`config.mk`:
```
export PLATFORM = sky130hd
export DESIGN_NAME = pc_sequencer
export DESIGN_NICKNAME = d
export VERILOG_FILES = /design/src/rtl/pc_sequencer.sv
export SDC_FILE = /design/constraint.sdc
export NUM_CORES = 1
export LEC_CHECK = 0
export ABC_AREA = 1
export CORE_MARGIN = 1.5
export CORE_UTILIZATION = 35
export CTS_CLUSTER_SIZE = 28
export DETAILED_ROUTE_END_ITERATION = 10
export GPL_TIMING_DRIVEN = 0
export HOLD_SLACK_MARGIN = 0.12
export PLACE_DENSITY = 0.68
export SLEW_MARGIN = 20
export SYNTH_ARGS = -nofsm -noshare
export SYNTH_HDL_FRONTEND = slang
export SYNTH_SLANG_ARGS = --single-unit
```
`constraint.sdc`:
```
create_clock -name Clk -period 6.5 [get_ports Clk]
set_clock_uncertainty 0.2 [all_clocks]
set_input_delay 1.3 -clock Clk [delete_from_list [all_inputs] [get_ports Clk]]
set_output_delay 1.3 -clock Clk [all_outputs]
set_load 0.05 [all_outputs]
```
`src/rtl/pc_sequencer.sv`:
```
// Program-counter sequencer: PC register, sequential/branch target arithmetic, redirect
// arbitration against stalls with a one-deep pending buffer. Optional RAS under PC_RAS_EN.
module pc_sequencer #(
  parameter int unsigned      WIDTH     = 32,
  parameter int unsigned      STEP      = 4,
  parameter logic [WIDTH-1:0] RESET_PC  = '0,
  parameter int unsigned      IMM_SHIFT = 2,
  parameter int unsigned      RAS_DEPTH = 4
) (
  input  logic             Clk,
  input  logic             Rst,
  input  logic             stall_in,
  input  logic             br_take_in,
  input  logic [WIDTH-1:0] br_base_in,
  input  logic [WIDTH-1:0] br_imm_in,
  input  logic             jr_in,
  input  logic [WIDTH-1:0] jr_target_in,
  input  logic             jmp_in,
  input  logic [WIDTH-1:0] jmp_target_in,
  input  logic             ras_push_in,
  input  logic             ras_pop_in,
  output logic [WIDTH-1:0] pc_out,
  output logic [WIDTH-1:0] pc_plus_out,
  output logic [WIDTH-1:0] pc_minus_out,
  output logic             redirect_out,
  output logic             pend_out
);

  localparam logic [WIDTH-1:0] StepW = WIDTH'(STEP);

  logic [WIDTH-1:0] pc_q, pc_d;
  logic [WIDTH-1:0] pend_tgt_q, pend_tgt_d;
  logic             pend_q, pend_d;
  logic             redirect_q, redirect_d;

  logic             redir_valid;
  logic [WIDTH-1:0] redir_tgt;
  logic [WIDTH-1:0] br_tgt;
  logic [WIDTH-1:0] jr_tgt;

  assign pc_out       = pc_q;
  assign pc_plus_out  = pc_q + StepW;
  assign pc_minus_out = pc_q - StepW;
  assign redirect_out = redirect_q;
  assign pend_out     = pend_q;

  assign br_tgt = br_base_in + (br_imm_in << IMM_SHIFT);

`ifdef PC_RAS_EN
  localparam int unsigned PtrW = (RAS_DEPTH > 1) ? $clog2(RAS_DEPTH) : 1;
  localparam logic [PtrW:0] DepthW = (PtrW + 1)'(RAS_DEPTH);

  logic [WIDTH-1:0] ras_mem_q [RAS_DEPTH];
  logic [WIDTH-1:0] ras_mem_d [RAS_DEPTH];
  // ras_ptr_q names the next free slot; the top lives one below it.
  logic [PtrW-1:0]  ras_ptr_q, ras_ptr_d;
  logic [PtrW:0]    ras_cnt_q, ras_cnt_d;
  logic [PtrW-1:0]  ras_top_idx;
  logic             ras_pop;
  logic             ras_push;

  assign ras_top_idx = ras_ptr_q - PtrW'(1);
  // Pop only when jr actually wins arbitration and the stack holds something.
  assign ras_pop     = jr_in & ras_pop_in & ~br_take_in & (ras_cnt_q != '0);
  assign ras_push    = ras_push_in & ~stall_in;
  assign jr_tgt      = ras_pop ? ras_mem_q[ras_top_idx] : jr_target_in;

  always_comb begin
    ras_mem_d = ras_mem_q;
    ras_ptr_d = ras_ptr_q;
    ras_cnt_d = ras_cnt_q;
    if (ras_push && ras_pop) begin
      ras_mem_d[ras_top_idx] = pc_plus_out;
    end else if (ras_push) begin
      ras_mem_d[ras_ptr_q] = pc_plus_out;
      ras_ptr_d            = ras_ptr_q + PtrW'(1);
      if (ras_cnt_q != DepthW) begin
        ras_cnt_d = ras_cnt_q + (PtrW + 1)'(1);
      end
    end else if (ras_pop) begin
      ras_ptr_d = ras_top_idx;
      ras_cnt_d = ras_cnt_q - (PtrW + 1)'(1);
    end
  end

  always_ff @(posedge Clk) begin
    if (Rst) begin
      ras_ptr_q <= '0;
      ras_cnt_q <= '0;
    end else begin
      ras_ptr_q <= ras_ptr_d;
      ras_cnt_q <= ras_cnt_d;
    end
  end

  // Entries are qualified by the count, so the storage itself needs no reset.
  always_ff @(posedge Clk) begin
    ras_mem_q <= ras_mem_d;
  end
`else
  localparam int unsigned unused_ras_depth = RAS_DEPTH;
  logic unused_ras;
  assign unused_ras = ras_push_in ^ ras_pop_in;
  assign jr_tgt     = jr_target_in;
`endif

  always_comb begin
    redir_valid = br_take_in | jr_in | jmp_in;
    if (br_take_in) begin
      redir_tgt = br_tgt;
    end else if (jr_in) begin
      redir_tgt = jr_tgt;
    end else begin
      redir_tgt = jmp_target_in;
    end
  end

  always_comb begin
    pc_d       = pc_q;
    pend_d     = pend_q;
    pend_tgt_d = pend_tgt_q;
    redirect_d = 1'b0;
    if (redir_valid && !stall_in) begin
      pc_d       = redir_tgt;
      redirect_d = 1'b1;
      pend_d     = 1'b0;
    end else if (redir_valid) begin
      // Newest redirect during a stall replaces any older buffered one.
      pend_tgt_d = redir_tgt;
      pend_d     = 1'b1;
    end else if (!stall_in) begin
      if (pend_q) begin
        pc_d       = pend_tgt_q;
        pend_d     = 1'b0;
        redirect_d = 1'b1;
      end else begin
        pc_d = pc_plus_out;
      end
    end
  end

  always_ff @(posedge Clk) begin
    if (Rst) begin
      pc_q       <= RESET_PC;
      pend_q     <= 1'b0;
      pend_tgt_q <= '0;
      redirect_q <= 1'b0;
    end else begin
      pc_q       <= pc_d;
      pend_q     <= pend_d;
      pend_tgt_q <= pend_tgt_d;
      redirect_q <= redirect_d;
    end
  end

endmodule

```
# Word level (Yosys, flattened, before mapping)
# Index checks and enable logic that the tools add are counted.
[op_classes] add_sub_neg=3 mul=0 div=0 order_cmp=0 eq_ne=3 shift=0 muxes=12 bitwise_logic=3 n_reduce_logical=5
[op_table] op="2-to-1 mux 32 bit" count=6
[op_table] op="adder 32 x 3 -> 32 bit, second input constant" count=1
[op_table] op="adder 32 bit" count=1
[op_table] op="subtractor 32 x 3 -> 32 bit, second input constant" count=1
[op_table] op="2-to-1 mux 1 bit" count=6
[op_table] op="inequality test 2 x 1 -> 1 bit, second input constant" count=3
[op_table] op="AND reduction 2 bit" count=2
[op_table] op="bitwise OR 1 bit" count=2
[op_table] op="OR reduction 2 bit" count=1
[op_table] op="logical AND 1 bit" count=1
[op_table] op="logical NOT 1 bit" count=1
[op_table] op="NOT 1 bit" count=1
[word_totals] register_bits=66 latch_bits=0 mem_bits_rw=0 romBits=0 inputBits=136 output_inout_bits=98 wordCells=30 mem_count=0

# Depth between registers and ports, before layout
# Gate-level depths: netlist (run 1).
[depth] depth_word=5 ltp_mapped=15 mapped_depth_nobuf=15

# Worst setup path after synthesis (run 1)
# Ideal clock, no wire load.
[synth_timing] kind="register to output" from="reg pc_q[2], in the netlist pc_out[2]" to="out pc_minus_out[16]" t_arrival_ps=2885 required_time_ps=5000 slack_ps=2115 path_stages_with_launch=8 path_buffers=0 cell_sequence="dfxtp_1 -> inv_1 -> ha_1 -> inv_1 -> nor2_1 -> nand4_1 -> nor2_2 -> o21ai_0"
[synth_between] elab_chain_len=1
[synth_lines] element="start: declaration" line_no="31" source="logic [WIDTH-1:0] pc_q, pc_d;"
[synth_lines] element="start signal: assignment" line_no="149" source="pc_q <= pc_d;"
[synth_lines] element="subtractor 32 x 3 -> 32 bit" line_no="43" source="assign pc_minus_out = pc_q - StepW;"
[synth_lines] element="end: declaration" line_no="24" source="output logic [WIDTH-1:0] pc_minus_out,"
# No other way between the ends.

# Worst setup path after layout (run 1)
[layout_timing] from="reg pc_q[2], in the netlist pc_out[2]" to="out pc_minus_out[30]"
# Same word-level chain as after synthesis.

==> metrics, run 1 <==
Area Overhead vs Synth 40.47%; Arr. time, crit path 3.09 ns; Port Buf Inserts 226; post-synthesis mux area share 0%; I/O pins 234; FF-to-FF setup slack 4.15 ns; Slew Viols, Final 0; share of cells above drive strength 1 5.436%; main combinational cell family by area after synthesis simple AND/OR/NAND/NOR gates; Setup Buffers After CTS 0; Worst Max-Slew Pin Slew 0.6535 ns; Rows 51; top cells by count, synth nand2_1, inv_1, nor2_1; GR Util All Layers 23.62%; Ant. Diodes 0; post-synth top area cell dfxtp_1; clk_lat worst skew 0.33 ns; Final Hold Viols 0; # fillers 2102; # hold bufs at CTS 0; CTS Sinks 66; DRC 0; die area 0.02109 sq mm; fmax 217.7 MHz; Post-synth EDFFs 0; ranking of synthesized cells by area dfxtp_1, nand2_1, inv_1; H-tree levels 3; dpl ws 2.231 ns; Primary FF master, synth dfxtp_1; placer congestion estimate 0.9169; Routed Antenna Nets 0; Distinct cells, synth 45; hold path cells 2; sequential share of the synthesized area 18.66%; Die Ht 145.2 um; Sum Neg Setup Slack 0 ns; Bufs on Longest Clock Path 2; Cells after Synth 1249; CTS tree done; Sequential Area 0.001321 sq mm; Vias per Instance 4.864; Yosys warnings 0; largest net degree at the start of global routing 11; Final Setup Violations 0; CTS buffer count 9; max cap viols 0; period utilisation layout 70.68%; Post-Synth XOR/XNOR Area 6.274%; Synth Register Bits 66; fin nets 1654; VDD IR max 0.1127 mV; Cell Area, Placed 0.009673 sq mm; Min-Delay Path Class reg -> reg; final wirelength 25670 um; Starting Density 36.02%; Iter 0 DRT Violations 523; hold endpoint pend_tgt_q[4]; Reg2Reg Depth 8; Crit. End Element output port; setup ws final 1.906 ns; clock root buffer master clkbuf_16; global-route wire length before repair 40200 um; post-synthesis cell area 0.007079 sq mm; clock slew at reported path FFs 0.05 ns; Post-Synth Simple-Gate Area 36.60%; crit path kind reg -> out; area of the multi-input gates 0.004664 sq mm; worst hold start pend_tgt_q[4]; RR Startpoint pc_out[3]; DR pass1 iterations 5; Async SR Flop Fraction 0%; P per Cell Area 186.2 mW/mm^2; Setup crit start kind register; worst reg2reg endpoint pc_out[19]; estimated wirelength of the detail-placed design 21870 um; Synthesized Nets 1417; CORE AREA 0.01965 sq mm; drt wl/cell 14.62 um; Avg Cell Area, Syn 5.668 sq um; cell with the most instances after synthesis nand2_1; post-route cell area 0.009945 sq mm; post-layout minimum cycle time 4.594 ns; adder-cell share of the synthesized area 5.762%; Critical Path Fanout Max 7; LEAKAGE 4.784 nW; top-area cell type share of the netlist area 18.66%; CTS resizes 0; via count 8537; Synth Area in Compound Gates 17.25%; Congestion Overflow GR 0; initial antenna violation count 1; Req. time, crit path 5.00 ns; unrepaired setup endpoints after global routing no; die width 145.2 um; vias in the first global route 7931; worst relative slew slack 56.43%; status complete, no violations
[worst max-delay path, cell delays in order (launching register included)]
cell             delay (ns)
dfxtp_1                0.38
inv_1                  0.14
ha_1                   0.19
inv_1                  0.07
nor2_1                 0.16
nand4_1                0.23
nor2_2                 0.20
nand4_1                0.17
nor2_2                 0.16
nand3_1                0.10
xor2_1                 0.14
clkdlybuf4s50_1        0.82
[stage by stage]
stage          utilization, %  hold WS [ns]  std cells  power [mW]
2_1_floorplan               -        0.2305       1249       1.083
3_3_place_gp            49.22        0.2486       1740       1.404
3_5_place_dp            49.22        0.2712       1740       1.412
4_1_cts                 50.60        0.2781       1755       1.851
5_1_grt                 50.60        0.3178       1755       1.951
6_report                50.60        0.2819       1755       1.851
[layout make-up]
cell class	count	share of cell area [%]
multi-input cells	906	46.90
repair buffers	226	22.75
flip-flops and latches	66	13.29
inverters	225	8.518
well taps	265	3.334
clock buffers	12	2.579
plain buffers	52	2.479
clock inverters	3	0.1510
[where the power goes]
| group | total, mW | switching (mW) | internal, mW |
|---|---|---|---|
| clock network | 0.442 | 0.168 | 0.274 |
| logic | 0.940 | 0.608 | 0.332 |
| registers | 0.469 | 0.0288 | 0.440 |
| total | 1.85 | 0.805 | 1.05 |
[worst max path at each step]
stage	from	end	slack (ns)
floorplan	pc_out[2]	pc_minus_out[16]	2.12
detailed placement	pc_out[2]	pc_minus_out[30]	2.23
finish	pc_out[2]	pc_minus_out[30]	1.91
global route	pc_out[2]	pc_minus_out[30]	1.67
global placement	pc_out[2]	pc_minus_out[30]	2.24
CTS	pc_out[2]	pc_minus_out[30]	1.87
[flip-flops by register name (all words and copies together), names as in the netlist]
name	count
pc_out	32
redirect_out	1
pend_tgt_q	32
pend_out	1
[cell families after synthesis]
logic type                 after synthesis
AOI/OAI and AO/OA                      225
xor gates and xnor gates                49
adders and majority gates               32
buffers and inverters                  277
DFF                                     66
and+or+nand+nor                        600
[layout by cell type, fill, tap and decap left out, drive strengths merged]
| master | n |
|---|---|
| nand2 | 345 |
| clkdlybuf4s50 | 226 |
| inv | 225 |
| nor2 | 139 |
| a21oi | 98 |
| o21ai | 72 |
| nand3 | 70 |
| dfxtp | 66 |
| xor2 | 47 |
| clkbuf | 33 |
| o22ai | 31 |
| ha | 31 |
| buf | 31 |
| nor3 | 24 |
| nand4 | 12 |
| a31oi | 7 |
| o211ai | 5 |
| o21bai | 5 |
| nor4 | 4 |
| nand3b | 3 |
| clkinv | 3 |
| xnor2 | 2 |
| and2 | 1 |
| a41oi | 1 |
| a21boi | 1 |
| o2bb2ai | 1 |
| o221ai | 1 |
| a221oi | 1 |
| a21o | 1 |
| a211oi | 1 |
| nor3b | 1 |
| and3 | 1 |
| fa | 1 |
[routing by layer]
metal / GRT usage [%] / wire length [um] / vias up
met5: 0 / 0 / -
met4: 9.439 / 802 / 0
met3: 2.547 / 1436 / 46
met2: 41.02 / 12000 / 290
met1: 29.70 / 11420 / 3774
li1: - / - / 4427
(Power assumes the default switching activity.)
==> run 2, diff against run 1 <==
clock period = 4.8 ns   (was 6.5 ns; I/O delays follow)
==> results of run 2 <==
Same layout as run 1 (identical final DEF). Status: complete, no violations.
Among the figures that moved: setup slack after placement 2.231 ns -> 0.8710 ns; setup slack after layout 1.906 ns -> 0.5456 ns; register-to-register setup slack 4.15 ns -> 2.45 ns; total power 1.851 mW -> 2.507 mW; worst IR drop on VDD 0.1127 mV -> 0.1526 mV
==> run 3, diff against run 2 <==
ABC_AREA = default   (was 1)
PLACE_DENSITY = 0.69   (was 0.68)
SLEW_MARGIN = 5   (was 20)
==> run 3 against run 2 <==
Critical path depth fell by 4. Clock power rose by 14%. Via count fell by 10%. First-iteration DRC count rose by 19%. Total power rose by 3.4%.
==> metrics, run 3 <==
status complete, no violations; dpl ws 0.1428 ns; post-synthesis mux area share 7.044%; clk_lat worst skew 0.34 ns; Req. time, crit path 3.64 ns; main combinational cell family by area after synthesis simple AND/OR/NAND/NOR gates; Synth Area in Compound Gates 23.38%; # fillers 1804; P per Cell Area 279.5 mW/mm^2; share of cells above drive strength 1 5.439%; Primary FF master, synth dfxtp_1; CTS buffer count 9; global-route wire length before repair 38450 um; cell with the most instances after synthesis nor2_1; crit path kind reg -> out; Routed Antenna Nets 0; Cell Area, Placed 0.008981 sq mm; fmax 216.1 MHz; CORE AREA 0.01796 sq mm; Sum Neg Setup Slack 0 ns; VDD IR max 0.1846 mV; post-synth top area cell dfxtp_1; hold path cells 2; die area 0.01914 sq mm; setup ws final 0.1735 ns; Reg2Reg Depth 8; Slew Viols, Final 0; Synthesized Nets 1064; fin util 51.65%; CP max stage delay 0.81 ns; CP Cell Sequence or4_4 > or4_4 > nor4_4 > nand2_1 > nor4_1 > xor2_1 > clkdlybuf4s50_1; Final Setup Violations 0; most frequent CP cell or4_4; placed cells 1353; Bufs on Longest Clock Path 2; delay-heaviest family, CP simple AND/OR/NAND/NOR gates; post-route cell area 0.009279 sq mm; GR Util All Layers 25.03%; most frequent cells in the layout clkdlybuf4s50_1, nor2_1, nand2_1; via count 7645; Synth Register Bits 66; Distinct cells, synth 72; H-tree levels 3; vias in the first global route 7085; Post-Synth Simple-Gate Area 26.61%; post-layout minimum cycle time 4.626 ns; Setup crit start kind register; DRC 0; Cells after Synth 896; Vias per Instance 5.584; Post-Synth XOR/XNOR Area 10.24%; clock root buffer master clkbuf_16; commonest non-fill, non-tap cell in the layout clkdlybuf4s50_1; sequential share of the synthesized area 20.60%; critical path depth 7; clock slew at reported path FFs 0.06 ns; estimated wirelength of the detail-placed design 19960 um; Min-Delay Path Class reg -> reg; LEAKAGE 3.714 nW; Post-Layout Cell Count 1369; worst relative slew slack 42.34%; CTS tree done; Post-synth EDFFs 0; Starting Density 35.70%; Die Ht 138.4 um; I/O pins 234; Final Hold Viols 0; top cells by count, synth nor2_1, nand2_1, a21oi_1; DR pass1 iterations 5; Critical Path Fanout Max 9; Ant. Diodes 0; Congestion Overflow GR 0; Crit. End Element output port; Rows 49; initial antenna violation count 0; critical path's slowest cell clkdlybuf4s50_1; Area Overhead vs Synth 44.70%; Iter 0 DRT Violations 623; max cap viols 0; period utilisation layout 96.38%; adder-cell share of the synthesized area 6.361%; top-area cell type share of the netlist area 20.60%; Arr. time, crit path 3.47 ns; Async SR Flop Fraction 0%; drt wl/cell 18.04 um; unrepaired setup endpoints after global routing no; final wirelength 24690 um; fin nets 1303; Yosys warnings 0; Avg Cell Area, Syn 7.157 sq um; largest net degree at the start of global routing 12; Worst Max-Slew Pin Slew 0.8431 ns; ranking of synthesized cells by area dfxtp_1, nor2_1, xnor2_1; Setup Buffers After CTS 0; Critical path buffers and inverters 1; placer congestion estimate 0.8997; post-synthesis cell area 0.006412 sq mm; Port Buf Inserts 228; CTS Sinks 66; die width 138.4 um
==> run 3: cell count changes after synthesis, moves of 21 or more <==
cell / before / now
nand3_1: 66 / 20
inv_1: 215 / 14
mux2i_1: 0 / 35
o21ai_0: 71 / 32
a211oi_1: 1 / 24
nand2_1: 338 / 92
xnor2_1: 2 / 46
nor3_1: 14 / 35
clkbuf_1: 21 / 54
o22ai_1: 31 / 4
==> run 3: timing repair <==
item | CTS | global route
hold buffers | 0 | 0
gates resized for setup | 9 | 13
endpoints found under the setup margin | 9 | 12
pin swaps | 0 | 0
==> run 3: final timing paths <==
kind / end / from / slack, ns
max: pc_minus_out[19] / pc_out[2] / 0.17
min: pend_tgt_q[8] / pend_tgt_q[8] / 0.26
max reg2reg: pc_out[16] / pc_out[3] / 1.72
min reg2reg: pend_tgt_q[8] / pend_tgt_q[8] / 0.26
==> run 3: logic make-up after synthesis <==
| group | after synthesis |
|---|---|
| flops | 66 |
| fa+ha+maj | 32 |
| simple gates | 358 |
| buf+inv | 89 |
| compound gates | 232 |
| mux | 44 |
| xor+xnor | 75 |
==> run 3: layout make-up <==
cell class	instances	area (sq um)	share of cell area, %
multi-input combinational	741	4731	50.98
timing repair buffer	228	2266	24.42
sequential	66	1321	14.24
buffer	75	316.6	3.412
tap	229	286.5	3.088
clock buffer	11	252.7	2.724
clock inverter	5	52.55	0.5663
inverter	14	52.55	0.5663
==> run 3: stage by stage <==
| step | power, mW | hold slack (ns) |
|---|---|---|
| after floorplan | 1.464 | 0.2360 |
| after global placement | 1.906 | 0.2424 |
| after global routing | 2.701 | 0.2889 |
| final | 2.594 | 0.2617 |
| after CTS | 2.577 | 0.2574 |
| after detailed placement | 1.914 | 0.2498 |
==> run 3: power breakdown <==
part	internal, mW	switching [mW]
clock	0.428	0.257
sequential	0.596	0.0387
combinational	0.476	0.798
total	1.50	1.09
==> run 3: layer usage <==
metal	vias up	GRT usage, %	wire [um]
met4	0	6.870	489
met3	38	4.191	2370
met1	3472	34.53	10830
met2	448	40.32	11000
li1	3687	-	-
met5	-	0	0
==> run 3: worst register-to-register path: cells and delay by family (launching register included) <==
family,cells,cell delay (ns)
compound gates,2,0.88
fa+ha+maj,1,0.34
xor+xnor,1,0.25
simple gates,3,0.59
mux,1,0.15
flops,1,0.50
